<file path="config.mk">
export PLATFORM = sky130hd
export DESIGN_NAME = score_scan_driver
export DESIGN_NICKNAME = d
export VERILOG_FILES = /design/src/rtl/score_scan_driver.sv
export SDC_FILE = /design/constraint.sdc
export NUM_CORES = 1
export LEC_CHECK = 0
export CORE_ASPECT_RATIO = 0.6
export CORE_UTILIZATION = 40
export DETAILED_ROUTE_END_ITERATION = 8
export PLACE_DENSITY = 0.71
export REMOVE_ABC_BUFFERS = 1
export SYNTH_ARGS = -nofsm -noshare
export SYNTH_HDL_FRONTEND = slang
export SYNTH_SLANG_ARGS = --single-unit
</file>
<file path="constraint.sdc">
create_clock -name clk -period 5.3 [get_ports clk]
set_input_delay 1.06 -clock clk [delete_from_list [all_inputs] [get_ports clk]]
set_output_delay 1.06 -clock clk [all_outputs]
set_load 0.02 [all_outputs]
</file>
<file path="src/rtl/score_scan_driver.sv">
`default_nettype none
// ============================================================================
//  Module      : score_scan_driver
//  Description : Converts a 16-bit binary score (saturated at 9999) to four
//                BCD digits with an iterative shift-add-3 engine and
//                time-multiplexes them onto a 4-digit common-segment display.
//                Optional macro SCORE_LZ_BLANK_EN enables leading-zero
//                blanking (blanked digits present value 15).
//  Revision    : 1.0 - initial release
// ============================================================================
module score_scan_driver #(
    parameter int REFRESH_CYCLES = 100000
) (
    input  logic        clk,
    input  logic        rst,
    input  logic [15:0] score,
    output logic [31:0] digit,
    output logic [3:0]  anode,
    output logic        busy
);

    localparam int                 c_CNT_W   = (REFRESH_CYCLES > 1) ? $clog2(REFRESH_CYCLES) : 1;
    localparam logic [c_CNT_W-1:0] c_CNT_MAX = c_CNT_W'(REFRESH_CYCLES - 1);
    localparam logic [13:0]        c_SAT_MAX = 14'd9999;

    localparam logic [1:0] c_ST_IDLE   = 2'd0;
    localparam logic [1:0] c_ST_CONV   = 2'd1;
    localparam logic [1:0] c_ST_COMMIT = 2'd2;

    // Conversion engine state
    logic [1:0]  r_state;
    logic [1:0]  w_state_next;
    logic [3:0]  r_iter;
    logic [15:0] r_bin;
    logic [15:0] r_acc;
    logic [13:0] r_cap;
    logic [13:0] r_shown;
    logic [15:0] r_bcd;
    logic        r_busy;

    // Scan state
    logic [c_CNT_W-1:0] r_cnt;
    logic [1:0]         r_idx;
    logic [31:0]        r_digit;
    logic [3:0]         r_anode;

    logic [13:0] w_sat;
    logic        w_start;
    logic [15:0] w_adj;
    logic        w_wrap;
    logic [1:0]  w_idx_next;
    logic [3:0]  w_nib;
    logic [31:0] w_slot_val;

    // Saturated score; comparing the saturated value keeps a steady
    // out-of-range score from retriggering conversions.
    assign w_sat   = (score > 16'd9999) ? c_SAT_MAX : score[13:0];
    assign w_start = (r_state == c_ST_IDLE) && (w_sat != r_shown);

    // Add-3 correction of every BCD nibble that is 5 or more
    for (genvar n = 0; n < 4; n++) begin : g_adj
        assign w_adj[4*n +: 4] = (r_acc[4*n +: 4] >= 4'd5) ? (r_acc[4*n +: 4] + 4'd3)
                                                             : r_acc[4*n +: 4];
    end

    // Next-state decode for the conversion FSM
    always_comb begin
        w_state_next = r_state;
        case (r_state)
            c_ST_IDLE:   if (w_start) w_state_next = c_ST_CONV;
            c_ST_CONV:   if (r_iter == 4'd15) w_state_next = c_ST_COMMIT;
            c_ST_COMMIT: w_state_next = c_ST_IDLE;
            default:     w_state_next = c_ST_IDLE;
        endcase
    end

    // State register; busy also covers the cycle in which the commit lands
    always_ff @(posedge clk or posedge rst) begin
        if (rst) begin
            r_state <= c_ST_IDLE;
            r_busy  <= 1'b0;
        end else begin
            r_state <= w_state_next;
            r_busy  <= (w_state_next != c_ST_IDLE) || (r_state == c_ST_COMMIT);
        end
    end

    // Capture, shift-add-3 iterations and commit of the converted value
    always_ff @(posedge clk or posedge rst) begin
        if (rst) begin
            r_iter  <= 4'd0;
            r_bin   <= 16'd0;
            r_acc   <= 16'd0;
            r_cap   <= 14'd0;
            r_shown <= 14'd0;
            r_bcd   <= 16'd0;
        end else begin
            case (r_state)
                c_ST_IDLE: begin
                    if (w_start) begin
                        r_bin  <= {2'b00, w_sat};
                        r_acc  <= 16'd0;
                        r_cap  <= w_sat;
                        r_iter <= 4'd0;
                    end
                end
                c_ST_CONV: begin
                    r_acc  <= {w_adj[14:0], r_bin[15]};
                    r_bin  <= {r_bin[14:0], 1'b0};
                    r_iter <= r_iter + 4'd1;
                end
                c_ST_COMMIT: begin
                    r_bcd   <= r_acc;
                    r_shown <= r_cap;
                end
                default: ;
            endcase
        end
    end

    assign w_wrap     = (r_cnt == c_CNT_MAX);
    assign w_idx_next = r_idx + 2'd1;
    assign w_nib      = r_bcd[{w_idx_next, 2'b00} +: 4];

`ifdef SCORE_LZ_BLANK_EN
    logic [3:0] w_blank;
    // Digit i>0 is blank when it and every higher nibble are zero
    assign w_blank[0] = 1'b0;
    assign w_blank[1] = (r_bcd[15:4]  == 12'd0);
    assign w_blank[2] = (r_bcd[15:8]  == 8'd0);
    assign w_blank[3] = (r_bcd[15:12] == 4'd0);

    // Value presented in the upcoming slot, with blanking code 15
    always_comb begin
        w_slot_val = {28'd0, w_nib};
        if (w_blank[w_idx_next]) w_slot_val = 32'd15;
    end
`else
    // Value presented in the upcoming slot
    always_comb begin
        w_slot_val = {28'd0, w_nib};
    end
`endif

    // Refresh counter and registered slot outputs, updated together on wrap
    always_ff @(posedge clk or posedge rst) begin
        if (rst) begin
            r_cnt   <= '0;
            r_idx   <= 2'd0;
            r_anode <= 4'b1110;
            r_digit <= 32'd0;
        end else if (w_wrap) begin
            r_cnt   <= '0;
            r_idx   <= w_idx_next;
            r_anode <= ~(4'b0001 << w_idx_next);
            r_digit <= w_slot_val;
        end else begin
            r_cnt   <= r_cnt + 1'b1;
        end
    end

    assign digit = r_digit;
    assign anode = r_anode;
    assign busy  = r_busy;

endmodule
`default_nettype wire

</file>
==> run metrics <==
Synth Area in XOR/XNOR=roughly 4.2%; Die X=approximately 160 um; IO Count=55; hold_sp=anode[3]$_DFFE_PP1N_; Clock Sinks=110; Filler cells=1247; top cell type by total area after synthesis=dfrtp_1; Slew Viols, Final=0; chip height=94.0 um; hold depth=2; critical register-to-register path startpoint=r_shown[3]$_DFFE_PP0P_; reg-to-reg slack, setup=between 2 and 3 ns; Yosys warning total=0; slowest stage cell, crit path=clkdlybuf4s50_1; initial antenna violation count=0; CP max FO=16; Post-synth ARST share=100%; Die ar.=roughly 0.015 mm2; ys flop type=dfrtp_1; CP Data Required Time=about 5.5 ns; Final setup viols=0; CTS tree=yes; largest family of logic cells by synthesized area=compound AO/OA/AOI/OAI gates; setup_tns=0 ns; DP Area=0.00599 mm2; Syn Inst Count=528; Iteration-0 DRC Markers=around 310; Via Count=between 3000 and 4000; sequential share of the synthesized area=between 40% and 50%; Max Cap Violations=0; Worst Hold Path EP=anode[3]$_DFFE_PP1N_; R2R Path End=r_acc[3]$_DFFE_PP0P_; Avg Cell Area, Syn=between 10 and 15 um2; CTS Buf Count=9; crit path time final=3.70 ns; fin cells=746; Area growth, synth to finish=11.0%; Resized Gates After CTS=0; largest cells by area after synthesis=dfrtp_1, mux2_2, buf_4; Slew @ Worst Pin=between 0.9 and 1 ns; Pwr Density=467 mW/mm2; layout cell share with drive strength beyond 1=14.4%; WS Path Type=input port to flop; grt ovf=0; vias per inst=5.24; crit path DAT=approximately 3.9 ns; multiplexer share of the synthesized area=under 10%; crit-path cells=clkdlybuf4s50_1 -> nand4_2 -> o31ai_1 -> o21ai_0 -> and4_1 -> a31oi_4 -> nand2_2 -> o221a_1; all-layer global routing usage=between 15 and 20%; top cell types by occurrence after synthesis=dfrtp_1, nand2_1, inv_1, mux2_2, nor2_1; most frequent cell after synthesis=dfrtp_1; Final Cycle Share=69.8%; Root Buffer=clkbuf_16; Seq cells post-synth=110; Clk pin slew, worst setup/hold paths=0.07 ns; initial core utilization=about 41%; top cell type's share of synthesized area=47.4%; number of global-route vias before repair=3835; slew margin rel.=between 30% and 40%; CTS Buffer Depth=2; Rows=33; Final Hold Violating Endpoints=0; Core Util, Final=about 46%; worst skew pair latency=~0.35 ns; Nets=around 580; maximum clock rate=between 200 and 300 MHz; detailed-placement wirelength estimate=about 8500 um; mapped cell area=roughly 0.0056 mm2; Synth cell types=60; drt total wl=12000 um; worst hold slack=between 0.4 and 0.5 ns; DR pass1 iterations=5; cell area after layout=roughly 0.0063 mm2; Compound-Gate Fraction of Synth Area=about 15%; Tot Pwr=2.93 mW; first-pass GRT wire length=~20000 um; port bufs=26; largest net degree at the start of global routing=80; R2R cell count=7; Post-synth EDFFs=0; Remaining DRCs=0; status=finished, final reports clean; Peak VDD IR=0.000221 V; Core ar.=~0.014 mm2; setup bufs post-CTS=0; CTS Hold Bufs=0; crit end category=flop; area share of and/or/nand/nor cells after synthesis=around an eighth; Ant. Diodes=0; Worst Slack Setup Final=around 1.6 ns; Fin Clk Skew=~0.013 ns; Placed Cells incl. Taps=730; H-tree Lvls=3; detailed-route wire length per cell=roughly 16 um; unrepaired setup endpoints after global routing=false; post-route ant nets=0; Critical Path Start Type=input port; Leak=between 2 and 3 nW; Slowest Stage Delay on Critical Path=about 0.66 ns; Placer Congestion=a little under 0.9; Place WS=1.31 ns; Worst Hold Class=flop to flop; Adder-Cell Fraction of Synth Area=3.10%
[how the worst max path moves through the flow]
stage / to / from / depth (start not counted) / slack (ns)
6_report: r_bin[3]$_DFFE_PP0P_ / score[10] / 8 / 1.60
5_1_grt: r_cap[13]$_DFFE_PP0P_ / score[10] / 9 / 1.51
4_1_cts: r_bin[3]$_DFFE_PP0P_ / score[10] / 8 / 1.69
3_5_place_dp: r_bin[1]$_DFFE_PP0P_ / score[8] / 8 / 1.31
3_3_place_gp: r_bin[2]$_DFFE_PP0P_ / score[10] / 8 / 1.47
2_1_floorplan: anode[0]$_DFFE_PP0N_ / rst / 1 / 1.34
[layer usage]
layer  vias up  share of wire [%]  global-route usage [%]
li1       1840                  -                       -
met1      1958                 51                    25.3
met2       103                 43                    26.0
met3         5                5.8                    4.94
met4         0               0.69                    5.23
met5         -                  0                       0
[registers in the layout (all words and copies together) (netlist names)]
signal	cells
r_cnt	17
r_acc	16
r_bcd	16
r_bin	16
r_cap	14
r_shown	14
anode	4
digit	4
r_iter	4
r_idx	2
r_state	2
busy	1
[worst max-delay path, delay by kind of cell]
family	cells	cell delay [ns]
compound gates	4	1.40
buf+inv	1	0.66
simple gates	3	0.81
[final cells by class]
class	count	area [um2]	area share, %
sequential	110	2760	44.0
multi-input combinational	360	2550	40.8
timing repair buffer	31	298	4.75
tap	192	240	3.83
clock buffer	10	229	3.65
inverter	37	141	2.26
clock inverter	6	46.3	0.739
[power breakdown]
part           total (mW)  switching [mW]  internal [mW]
logic               0.985           0.550          0.435
clock network       0.638           0.313          0.325
registers            1.30           0.218           1.09
[cells by family (layout without fill, tap and decap cells)]
| logic type | Yosys count | in the layout |
|---|---|---|
| other | 1 | 28 |
| buffers and inverters | 85 | 84 |
| flip-flops | 110 | 110 |
| XOR/XNOR | 27 | 27 |
| AO/OA/AOI/OAI | 112 | 112 |
| adder cells (fa/ha/maj) | 14 | 14 |
| multiplexers | 40 | 40 |
| AND/OR/NAND/NOR | 139 | 139 |
[cells in the final DEF (no fill, tap or decap), types with 4 or more instances in the layout]
master | Yosys | layout
o221a_1 | 6 | 6
buf_4 | 29 | 5
o21ai_0 | 22 | 22
dfrtp_1 | 107 | 107
mux4_2 | 4 | 4
o31ai_1 | 5 | 5
nor2_1 | 33 | 32
xor2_1 | 15 | 15
nand2_1 | 49 | 49
nor3_1 | 7 | 7
conb_1 | 1 | 28
and4_1 | 4 | 4
nor2b_1 | 5 | 4
clkdlybuf4s50_1 | 0 | 26
mux2_2 | 34 | 34
ha_1 | 14 | 14
o2bb2ai_1 | 4 | 4
inv_1 | 37 | 36
clkbuf_16 | 0 | 9
xnor2_1 | 12 | 12
nand2b_1 | 7 | 7
nand3_1 | 13 | 13
a21oi_1 | 26 | 26
o221ai_1 | 6 | 6
o22a_1 | 6 | 6
a22oi_1 | 9 | 9
(Power assumes the default switching activity.)
